`src/rtl/reg_write_arbiter_if.sv`:
```
// Write-port bundle between the requesters and reg_write_arbiter.
// The lock vector exists only when ARB_LOCK_EN is defined.
interface reg_write_arbiter_if #(
   parameter int unsigned N_REQ  = 4,
   parameter int unsigned DATA_W = 32
);
   localparam int unsigned ID_W = (N_REQ > 1) ? $clog2(N_REQ) : 1;

   logic [N_REQ-1:0]        req;
   logic [N_REQ*DATA_W-1:0] req_data;
`ifdef ARB_LOCK_EN
   logic [N_REQ-1:0]        lock;
`endif
   logic [N_REQ-1:0]        gnt;
   logic [ID_W-1:0]         gnt_id;
   logic                    reg_wr_en;
   logic [DATA_W-1:0]       reg_wdata;
   logic [15:0]             wr_count;

   modport master (
      output req, req_data,
`ifdef ARB_LOCK_EN
      output lock,
`endif
      input  gnt, gnt_id, reg_wr_en, reg_wdata, wr_count
   );

   modport slave (
      input  req, req_data,
`ifdef ARB_LOCK_EN
      input  lock,
`endif
      output gnt, gnt_id, reg_wr_en, reg_wdata, wr_count
   );
endinterface

```
`src/rtl/reg_write_arbiter.sv`:
```
// Round-robin write arbiter feeding one shared register's wr_en/data_in pins.
// Define ARB_LOCK_EN to add burst ownership (lock inputs, LOCKED state, MAX_BURST cap).
module reg_write_arbiter #(
   parameter int unsigned N_REQ     = 4,
   parameter int unsigned DATA_W    = 32,
   parameter int unsigned MAX_BURST = 8
) (
   input logic               clk_sig,
   input logic               rst_sig,
   reg_write_arbiter_if.slave bus
);
   localparam int unsigned ID_W = (N_REQ > 1) ? $clog2(N_REQ) : 1;

   logic [N_REQ-1:0]  gnt_q, gnt_d;
   logic [ID_W-1:0]   gnt_id_q, gnt_id_d;
   logic [ID_W-1:0]   ptr_q, ptr_d;
   logic              wr_en_q, wr_en_d;
   logic [DATA_W-1:0] wdata_q, wdata_d;
   logic [15:0]       cnt_q, cnt_d;

   logic [N_REQ-1:0]  elig;
   logic              win_vld;
   logic [ID_W-1:0]   win_id;
   logic [ID_W-1:0]   scan_id;
   int unsigned       scan_idx;

`ifdef ARB_LOCK_EN
   localparam int unsigned BURST_W = $clog2(MAX_BURST + 1);
   localparam logic ST_ARB    = 1'b0;
   localparam logic ST_LOCKED = 1'b1;

   logic               state_q, state_d;
   logic [ID_W-1:0]    owner_q, owner_d;
   logic [BURST_W-1:0] burst_q, burst_d;
   logic               keep_lock;
`endif

   // Winner selection: the current grantee is masked so a held request cannot win twice
   // in a row; scanning starts at ptr and wraps.
   always_comb begin
      elig     = bus.req & ~gnt_q;
      win_vld  = 1'b0;
      win_id   = '0;
      scan_idx = 0;
      scan_id  = '0;
      for (int unsigned k = 0; k < N_REQ; k++) begin
         scan_idx = (32'(ptr_q) + k) % N_REQ;
         scan_id  = ID_W'(scan_idx);
         if (!win_vld && elig[scan_id]) begin
            win_vld = 1'b1;
            win_id  = scan_id;
         end
      end
`ifdef ARB_LOCK_EN
      keep_lock = 1'b0;
      if (state_q == ST_LOCKED) begin
         keep_lock = bus.req[owner_q] & bus.lock[owner_q] &
                     (burst_q < BURST_W'(MAX_BURST));
      end
      // A continuing burst overrides the masked scan; on exit the scan result stands,
      // and the owner is still masked because its gnt is high this cycle.
      if (keep_lock) begin
         win_vld = 1'b1;
         win_id  = owner_q;
      end
`endif
   end

   always_comb begin
      gnt_d    = '0;
      wr_en_d  = win_vld;
      gnt_id_d = gnt_id_q;
      wdata_d  = wdata_q;
      ptr_d    = ptr_q;
      cnt_d    = cnt_q;
      if (win_vld) begin
         gnt_d[win_id] = 1'b1;
         gnt_id_d      = win_id;
         for (int unsigned i = 0; i < N_REQ; i++) begin
            if (win_id == ID_W'(i)) begin
               wdata_d = bus.req_data[i*DATA_W +: DATA_W];
            end
         end
         ptr_d = (win_id == ID_W'(N_REQ - 1)) ? '0 : win_id + 1'b1;
         cnt_d = cnt_q + 16'd1;
      end
   end

`ifdef ARB_LOCK_EN
   // The grant that enters LOCKED is the first grant of the burst.
   always_comb begin
      state_d = state_q;
      owner_d = owner_q;
      burst_d = burst_q;
      if (keep_lock) begin
         burst_d = burst_q + BURST_W'(1);
      end else if (win_vld && bus.lock[win_id]) begin
         state_d = ST_LOCKED;
         owner_d = win_id;
         burst_d = BURST_W'(1);
      end else begin
         state_d = ST_ARB;
         burst_d = '0;
      end
   end

   always_ff @(posedge clk_sig or posedge rst_sig) begin
      if (rst_sig) begin
         state_q <= ST_ARB;
         owner_q <= '0;
         burst_q <= '0;
      end else begin
         state_q <= state_d;
         owner_q <= owner_d;
         burst_q <= burst_d;
      end
   end
`endif

   always_ff @(posedge clk_sig or posedge rst_sig) begin
      if (rst_sig) begin
         gnt_q    <= '0;
         gnt_id_q <= '0;
         ptr_q    <= '0;
         wr_en_q  <= 1'b0;
         wdata_q  <= '0;
         cnt_q    <= '0;
      end else begin
         gnt_q    <= gnt_d;
         gnt_id_q <= gnt_id_d;
         ptr_q    <= ptr_d;
         wr_en_q  <= wr_en_d;
         wdata_q  <= wdata_d;
         cnt_q    <= cnt_d;
      end
   end

   assign bus.gnt       = gnt_q;
   assign bus.gnt_id    = gnt_id_q;
   assign bus.reg_wr_en = wr_en_q;
   assign bus.reg_wdata = wdata_q;
   assign bus.wr_count  = cnt_q;
endmodule
```
`src/flat_wrapper.sv`:
```
// flat-port wrapper written by rule: the top's interface ports become plain ports
module reg_write_arbiter_flat 
#(
   parameter int unsigned N_REQ     = 4,
   parameter int unsigned DATA_W    = 32,
   parameter int unsigned MAX_BURST = 8
)
  (clk_sig, rst_sig, bus_req, bus_req_data, bus_gnt, bus_gnt_id, bus_reg_wr_en, bus_reg_wdata, bus_wr_count);
  reg_write_arbiter_if #(.N_REQ(N_REQ), .DATA_W(DATA_W)) bus_i ();
  input logic clk_sig;
  input logic rst_sig;
  input wire logic [$bits(bus_i.req)-1:0] bus_req;
  input wire logic [$bits(bus_i.req_data)-1:0] bus_req_data;
  output wire logic [$bits(bus_i.gnt)-1:0] bus_gnt;
  output wire logic [$bits(bus_i.gnt_id)-1:0] bus_gnt_id;
  output wire logic [$bits(bus_i.reg_wr_en)-1:0] bus_reg_wr_en;
  output wire logic [$bits(bus_i.reg_wdata)-1:0] bus_reg_wdata;
  output wire logic [$bits(bus_i.wr_count)-1:0] bus_wr_count;
  assign bus_i.req = bus_req;
  assign bus_i.req_data = bus_req_data;
  assign bus_gnt = bus_i.gnt;
  assign bus_gnt_id = bus_i.gnt_id;
  assign bus_reg_wr_en = bus_i.reg_wr_en;
  assign bus_reg_wdata = bus_i.reg_wdata;
  assign bus_wr_count = bus_i.wr_count;
  reg_write_arbiter #(.N_REQ(N_REQ), .DATA_W(DATA_W), .MAX_BURST(MAX_BURST)) u_core (.clk_sig(clk_sig), .rst_sig(rst_sig), .bus(bus_i));
endmodule
```
`config.mk`:
```
export PLATFORM = sky130hd
export DESIGN_NAME = reg_write_arbiter_flat
export DESIGN_NICKNAME = d
export VERILOG_FILES = /design/src/rtl/reg_write_arbiter_if.sv /design/src/rtl/reg_write_arbiter.sv /design/src/flat_wrapper.sv
export SDC_FILE = /design/constraint.sdc
export NUM_CORES = 1
export LEC_CHECK = 0
export ABC_AREA = 1
export CAP_MARGIN = 5
export CORE_MARGIN = 3
export CORE_UTILIZATION = 37
export CTS_CLUSTER_DIAMETER = 80
export CTS_CLUSTER_SIZE = 10
export DETAILED_ROUTE_END_ITERATION = 10
export HOLD_SLACK_MARGIN = 0.15
export PLACE_DENSITY_LB_ADDON = 0.05
export SYNTH_ARGS = -nofsm -noshare
export SYNTH_HDL_FRONTEND = slang
export SYNTH_SLANG_ARGS = --single-unit
export TNS_END_PERCENT = 5
```
`constraint.sdc`:
```
create_clock -name clk_sig -period 2.61 [get_ports clk_sig]
set_input_delay 0.261 -clock clk_sig [delete_from_list [all_inputs] [get_ports clk_sig]]
set_output_delay 0.261 -clock clk_sig [all_outputs]
set_load 0.05 [all_outputs]
```
# Word-level counts from Yosys, hierarchy flattened
# Cells that the tools add are included.
# word_totals
ff_bits	57
latchBits	0
ramBits	0
rom_bits	0
input_bits	134
out_inout_bits	55
memories	0
# op_classes
addsub	5
n_mul	0
n_div	0
order_cmp	6
n_eq_ne	3
n_shift	0
mux	24
n_bitwise	2
reduce_logical	10
# ops
operator	count
two-way mux 32 bit	4
adder 16 x 1 -> 16 bit, second input constant	1
< comparator 2 x 3 -> 1 bit, second input constant	5
two-way mux 2 bit	5
two-way mux 1 bit	9
binary-select mux 1 bit (select 2 bit)	4
adder 2 x 1 -> 2 bit, second input constant	2
adder 2 bit, second input constant	2
AND 4 bit	1
== test 2 bit, second input constant	2
logical AND 1 bit	4
two-way mux 4 bit	1
inverter 4 bit	1
nonzero test 4 bit	1
logical NOT 1 bit	3
demux 1 bit (select 2 bit)	1
== test 2 x 1 -> 1 bit, second input constant	1
>= comparator 2 x 1 -> 1 bit, second input constant	1
logical NOT 2 bit	1
AND reduction 2 bit	1

# Longest topological paths before layout
# Gate-level depths: netlist of run 1.
# depth
ltp_word	19
mapped_depth	20

# Worst setup path after synthesis of run 1
# OpenSTA, ideal clock, no wires.
# synth_path
path_type	flip-flop to flip-flop
startpoint	register u_core.gnt_q[3] (netlist: u_core.bus.gnt[3])
endpoint	register u_core.wdata_q[24] (netlist: u_core.bus.reg_wdata[24])
setup_time_ns	0.124
arrival_ns	2.492
slack_ns	-0.006
stages_incl_launch_ff	18
path_buffers	2
path_cell_list	dfrtp_1 -> inv_1 -> nand3_1 -> nand3_1 -> nand2_4 -> nand3_4 -> nor2_1 -> nor2_1 -> inv_1 -> ha_1 -> inv_2 -> buf_2 -> buf_1 -> nand3_1 -> o21ai_0 -> nand2_1 -> o211ai_1 -> nand2_1
# synth_via
elab_chain_cells	18
# synth_lines
item	line	source
from (decl)	reg_write_arbiter.sv:14	logic [N_REQ-1:0] gnt_q, gnt_d;
from (signal assigned)	reg_write_arbiter.sv:129	gnt_q <= gnt_d;
inverter 4 bit (*)	reg_write_arbiter.sv:41	elig = bus.req & ~gnt_q;
AND 4 bit (*)	reg_write_arbiter.sv:41	
binary-select mux 1 bit (select 2 bit)	reg_write_arbiter.sv:49	if (!win_vld && elig[scan_id]) begin
two-way mux 1 bit (implied by the code)	reg_write_arbiter.sv:49	
two-way mux 1 bit	reg_write_arbiter.sv:49	
logical NOT 1 bit	reg_write_arbiter.sv:49	
logical AND 1 bit	reg_write_arbiter.sv:49	
two-way mux 1 bit	reg_write_arbiter.sv:49	
logical NOT 1 bit	reg_write_arbiter.sv:49	
logical AND 1 bit	reg_write_arbiter.sv:49	
two-way mux 1 bit	reg_write_arbiter.sv:49	
logical NOT 1 bit	reg_write_arbiter.sv:49	
logical AND 1 bit	reg_write_arbiter.sv:49	
two-way mux 2 bit (*)	reg_write_arbiter.sv:49	
via u_core.win_id[1]	reg_write_arbiter.sv:23	logic [ID_W-1:0] win_id;
== test 2 x 1 -> 1 bit	reg_write_arbiter.sv:80	if (win_id == ID_W'(i)) begin
two-way mux 32 bit (3 in series)	reg_write_arbiter.sv:80	
to (signal assigned)	reg_write_arbiter.sv:133	wdata_q <= wdata_d;
to (decl)	reg_write_arbiter.sv:18	logic [DATA_W-1:0] wdata_q, wdata_d;
# Mark *: on every way through the listed nets, which the timed path passes. The rest lies on a longest branch. The select of a mux whose other input is x is not followed.
# A chain may end at the register's enable or synchronous reset.

# Worst setup path in the final report of run 1
# layout_path
startpoint	register u_core.ptr_q[0]
endpoint	register u_core.wdata_q[26] (netlist: u_core.bus.reg_wdata[26])
# layout_via
elab_chain_cells	16
# layout_lines
item	line	source
from (decl)	reg_write_arbiter.sv:16	logic [ID_W-1:0] ptr_q, ptr_d;
from (signal assigned)	reg_write_arbiter.sv:131	ptr_q <= ptr_d;
branches (longest 11 deep; another with adder 2 x 1 -> 2 bit)	-	
two-way mux 2 bit (*)	reg_write_arbiter.sv:49	
via u_core.win_id[1]	reg_write_arbiter.sv:23	
== test 2 x 1 -> 1 bit	reg_write_arbiter.sv:80	
two-way mux 32 bit (3 in series)	reg_write_arbiter.sv:80	
# Mark *: on every way through the listed nets, which the timed path passes. The select of a mux whose other input is x is not followed.

==> results of run 1 <==
[per-stage QoR]
step | worst slack (ns) | hold WS, ns
2_1_floorplan | -0.00335 | 0.395
3_3_place_gp | -0.0657 | 0.464
3_5_place_dp | -0.147 | 0.469
4_1_cts | 0.0598 | 0.442
5_1_grt | -0.0162 | 0.467
6_report | 0.152 | 0.412
[registers in the layout, summed over array words and instances (netlist names)]
name	cells
u_core.bus.wr_count	16
u_core.bus.gnt	4
u_core.bus.reg_wdata	32
u_core.bus.gnt_id	2
u_core.ptr_q	2
u_core.bus.reg_wr_en	1
[cell type report]
class / count / area [um^2] / area share, %
timing repair buffer: 208 / 2200 / 34.9
multi-input combinational: 405 / 2150 / 34.3
sequential: 57 / 1430 / 22.7
tap: 133 / 166 / 2.65
clock buffer: 12 / 165 / 2.63
inverter: 32 / 129 / 2.05
clock inverter: 4 / 50.0 / 0.796
[cell families after synthesis]
| kind of cell | synth area share [%] |
|---|---|
| DFF | 36.8 |
| and+or+nand+nor | 34.6 |
| buffers and inverters | 8.51 |
| AOI/OAI and AO/OA | 16.5 |
| adders and majority gates | 1.61 |
| xor gates and xnor gates | 2.03 |
[worst paths after layout]
kind                                             to                     start  slack [ns]  cells past startpoint
hold reg to reg            u_core.bus.reg_wdata[29]  u_core.bus.reg_wdata[29]        0.48                      2
max in group asynchronous         u_core.bus.gnt[0]                   rst_sig        1.59                      3
min in group clk_sig       u_core.bus.reg_wdata[29]  u_core.bus.reg_wdata[29]        0.48                      2
setup / recovery           u_core.bus.reg_wdata[26]           u_core.ptr_q[0]        0.15                     18
setup reg to reg           u_core.bus.reg_wdata[26]           u_core.ptr_q[0]        0.15                     18
hold / removal             u_core.bus.reg_wdata[22]                   rst_sig        0.41                      2
[cell usage after synthesis]
library cell and n:
o21ai_2 12, nor2_8 1, inv_2 2, nand4_1 6
o21ai_1 1, nor3_1 6, nand2_1 213, a21oi_1 3
inv_1 28, buf_2 3, o211ai_1 13, xor2_1 8
nand2_2 4, clkinv_2 1, o21ai_0 36, buf_6 11
buf_1 6, nand3b_1 2, nand3_2 1, dfrtp_1 57
nand3_4 1, nand4_4 1, nand2_4 3, xnor2_1 1
nor2_1 11, nand3_1 57, clkbuf_1 12, o211ai_2 19
ha_1 5, or2_2 1, inv_4 1
[worst reg2reg max path: cells and delay by family, from the launching register on]
family / cells / cell delay [ns]
flops: 1 / 0.46
fa+ha+maj: 1 / 0.19
simple gates: 10 / 0.91
buf+inv: 5 / 0.65
compound gates: 2 / 0.16
[repair_timing]
action | 4_1_cts | 5_1_grt
endpoints found under the hold margin | 0 | 0
pin swaps | 0 | 1
hold buffers | 0 | 0
buffers inserted | 0 | 2
endpoints found under the setup margin | 2 | 32
cloned | 0 | 2
gates resized for setup | 1 | 21
[report_power, final]
group	switching (mW)	leakage [nW]	internal, mW
sequential	0.274	0.694	1.36
combinational	4.95	2.02	3.23
clock	0.364	0.105	0.518
total	5.59	2.82	5.11
[routing by layer]
layer  vias to the layer above  part of all wire [%]  global-route usage, %
li1                       2099                     -                      -
met1                      1940                    41                   25.2
met2                       124                    51                   37.3
met3                         7                   7.7                   6.39
met4                         0                  0.72                   4.87
met5                         -                     0                      0
==> metrics, run 1 <==
status finished, final reports clean; final max-slew violation count 0; gpl congestion 0.839; synthesized instance count 526; Worst Max-Slew Pin Slew about 0.81 ns; global-route wire length before repair 19,800 um; Num CTS Buffers 9; clk_skew around 0.018 ns; Synth top area share 36.8%; vias ~4,200; final setup fails 0; Fmax 0.407 GHz; worst setup path category flop to flop; initial antenna violation count 0; CP top delay family simple AND/OR/NAND/NOR gates; Top cell by count, worst path nand2_1; worst path required time between 2 and 3 ns; Lkg Pwr 2.82 nW; Startpoint Class flop; CP Max Fanout 9; area grow syn2layout 62.0%; top cells by area, synth dfrtp_1, nand2_1, nand3_1; die extent in y 108 um; Die Area 0.0118 mm^2; GRT Residual Overflow 0; CTS tree done; layout cell share with drive strength beyond 1 13.0%; Final Cell Area 0.00629 mm^2; slew margin rel. between 40% and 50%; # port buffers 188; max_cap viols 0; Overall Power 10.7 mW; Worst-Skew Late Latency 0.33 ns; critical path data arrival time 2.67 ns; Min-Delay Path Class input pin to async pin; number of global-route vias before repair 4,159; Seq/Total Area, Yosys 36.8%; slowest cell on the critical path dfrtp_2; min cycle time layout 2.46 ns; fillers 905; DRT iter0 DRCs 153; Total Neg Setup Slack 0 ns; top cell type by total area after synthesis dfrtp_1; Post-Syn Nets 665; Cell Area, Synth 0.00388 mm^2; most common cell after layout, fill and taps aside nand2_1; post-synthesis cell type count 31; synth warn 0; Peak VDD IR 0.956 mV; final core utilization 62.9%; Routed WL per cell about 15 um; post-route ant nets 0; Yosys reg bits 57; crit end category flop; clock root buffer clkbuf_8; Vias per Instance ~4.9; fin nets between 800 and 900; clock slew at reported path FFs 0.07 ns; most frequent cells in the layout nand2_1, clkdlybuf4s50_1, dfrtp_1; Residual DRC 0; dpl hpwl approximately 9500 um; Core Box Area 0.0100 mm^2; gr usage total between 20% and 30%; largest net degree at the start of global routing 45; antenna fix cells 0; htree depth 3; Top Ports 189; overall routed net length between 10,000 and 15,000 um; Initial Utilization about two fifths; worst path bufs/invs 5; Final period util 94.2%; Pwr Density 1700 mW/mm^2; Placed Cells 831; site row count 36; die width 108 um; Longest Clk Path Bufs 2; CP cell instances buf_4 > nand3_1 > nand2_1 > nand2_1 > nand2_1 > nand3_1 > nand3_1 > nor2_2 > inv_1 > ha_4 > inv_6 > buf_12 > buf_12 > nand3_1 > o21ai_1 > nand2_1 > o211ai_1 > nand2_1; non-filler cells, final 851; Synth Area per Inst 7.38 um^2; drt pass-1 iters 4; Final Hold Fails 0; CP peak stage delay 0.46 ns; clk sinks 57; Area after DPL 0.00596 mm^2
(Power assumes the default switching activity.)
==> run 2, diff against run 1 <==
--- a/config.mk
+++ b/config.mk
@@ -8,7 +8,7 @@
 export ABC_AREA = 1
 export CAP_MARGIN = 5
 export CORE_MARGIN = 3
-export CORE_UTILIZATION = 37
+export CORE_UTILIZATION = 41
 export CTS_CLUSTER_DIAMETER = 80
 export CTS_CLUSTER_SIZE = 10
 export DETAILED_ROUTE_END_ITERATION = 10
==> constraint.sdc (replaced) <==
create_clock -name clk_sig -period 2.35 [get_ports clk_sig]
set_input_delay 0.235 -clock clk_sig [delete_from_list [all_inputs] [get_ports clk_sig]]
set_output_delay 0.235 -clock clk_sig [all_outputs]
set_load 0.05 [all_outputs]
==> metrics, run 2 (same netlist as run 1, synthesis figures left out) <==
slew margin rel. 63.2%; area grow syn2layout 69.5%; largest net degree at the start of global routing 46; CP cell instances nand3_1 > nand2_1 > nand2_1 > nand2_1 > nand3_1 > nand3_2 > nor2_4 > buf_4 > ha_4 > inv_6 > clkbuf_16 > nand2_1 > nand3_1 > o21ai_1 > nand2_1 > o211ai_2 > nand2_1; dpl hpwl 9580 um; site row count 34; clock root buffer clkbuf_8; Num CTS Buffers 9; htree depth 3; layout cell share with drive strength beyond 1 ~18%; Initial Utilization a little over two fifths; Final period util 100%; max_cap viols 0; die width roughly 100 um; Die Area 0.0107 mm^2; number of global-route vias before repair 4,286; reg2reg setup slack -0.01 ns; Residual DRC 0; overall routed net length 13,800 um; Routed WL per cell 16.0 um; initial antenna violation count 0; Worst-Skew Late Latency approximately 0.35 ns; Total Neg Setup Slack -0.0224 ns; worst path bufs/invs 3; fin nets 869; reg2reg start u_core.ptr_q[0]; R2R cell count 17; RSZ-0062 raised after global routing true; Pwr Density ~2000 mW/mm^2; CP Max Fanout 9; CTS tree done; clock slew at reported path FFs 0.08 ns; min cycle time layout 2.36 ns; vias 4,389; gr usage total 23.8%; gpl congestion slightly below 0.9; Worst Max-Slew Pin Slew 0.551 ns; final max-slew violation count 0; crit end category flop; CP top delay family simple AND/OR/NAND/NOR gates; number of flip-flops in the largest register 32; Lkg Pwr 2.95 nW; Core Box Area 0.00898 mm^2; DRT iter0 DRCs 126; most frequent cells in the layout nand2_1, clkdlybuf4s50_1, dfrtp_1; hold_buf cts 0; antenna fix cells 0; post-route ant nets 0; Longest Clk Path Bufs 2; final core utilization 73.3%; worst setup path category flop to flop; Startpoint Class flop; GRT Residual Overflow 0; most common cell after layout, fill and taps aside nand2_1; Final WS setup -0.0107 ns; global-route wire length before repair 19,800 um; clk sinks 57; Peak VDD IR 1.15 mV; slowest cell on the critical path dfrtp_2; drt pass-1 iters 4; CP peak stage delay 0.48 ns; Fmax 0.424 GHz; Area after DPL 0.00601 mm^2; status finished, violations left; Final Hold Fails 0; clk_skew 0.0164 ns; failing checks setup timing; critical path data arrival time 2.59 ns; Top Ports 189; Hold WS 0.232 ns; final setup fails 3; die extent in y 103 um; Overall Power 13.1 mW; Min-Delay Path Class input pin to async pin; Top cell by count, worst path nand2_1; # port buffers between 150 and 200; worst path required time 2.58 ns; Final Cell Area approximately 0.0066 mm^2; Vias per Instance 5.10; Worst R2R End u_core.bus.reg_wdata[17]
[run 2: power breakdown]
group / internal, mW / total [mW] / leakage, nW / switching (mW)
Clock: 0.605 / 1.07 / 0.106 / 0.461
Combinational: 4.26 / 10.2 / 2.15 / 5.96
Sequential: 1.51 / 1.83 / 0.688 / 0.319
Total: 6.38 / 13.1 / 2.95 / 6.74
[run 2: final cells by class]
cell class                 count  area [um^2]
tap                          126          158
fill                         716         2400
sequential                    57         1430
timing repair buffer         225         2390
clock inverter                 7          101
multi-input combinational    405         2230
clock buffer                   9          124
inverter                      32          144
[run 2: timing repair]
action	in CTS	in global routing
endpoints found under the setup margin	32	32
setup buffers	0	3
gates resized for setup	21	43
pin swaps	2	9
cloned	1	6
[run 2: worst reg2reg max path: stages (launching register included)]
cell	delay, ns
dfrtp_2	0.48
nand3_1	0.17
nand2_1	0.10
nand2_1	0.07
nand2_1	0.10
nand3_1	0.11
nand3_2	0.11
nor2_4	0.16
buf_4	0.14
ha_4	0.17
inv_6	0.06
clkbuf_16	0.16
nand2_1	0.06
nand3_1	0.05
o21ai_1	0.08
nand2_1	0.09
o211ai_2	0.09
nand2_1	0.07
[run 2: how the worst max path moves through the flow]
stage	endpoint	startpoint	slack, ns	cells past startpoint
2_1_floorplan	u_core.bus.reg_wdata[1]	u_core.bus.gnt[3]	-0.01	17
3_3_place_gp	u_core.bus.reg_wdata[28]	bus_req[3]	-0.18	16
3_5_place_dp	u_core.bus.reg_wdata[28]	bus_req[3]	-0.24	16
4_1_cts	u_core.bus.reg_wdata[4]	u_core.ptr_q[0]	-0.02	17
5_1_grt	u_core.bus.reg_wdata[12]	u_core.ptr_q[0]	-0.17	17
6_report	u_core.bus.reg_wdata[17]	u_core.ptr_q[0]	-0.01	17
[run 2: stage by stage]
step | worst slack [ns] | std cells
final | -0.0107 | 861
after CTS | -0.0238 | 852
after detailed placement | -0.239 | 835
after global routing | -0.169 | 861
after floorplan | -0.00991 | 526
after global placement | -0.179 | 835
[run 2: layer usage]
metal	track usage, %	part of all wire (%)	up-vias
met5	0	0	-
met4	6.67	2.4	0
met3	8.38	8.4	31
met2	42.5	52	164
met1	26.8	38	2044
li1	-	-	2150
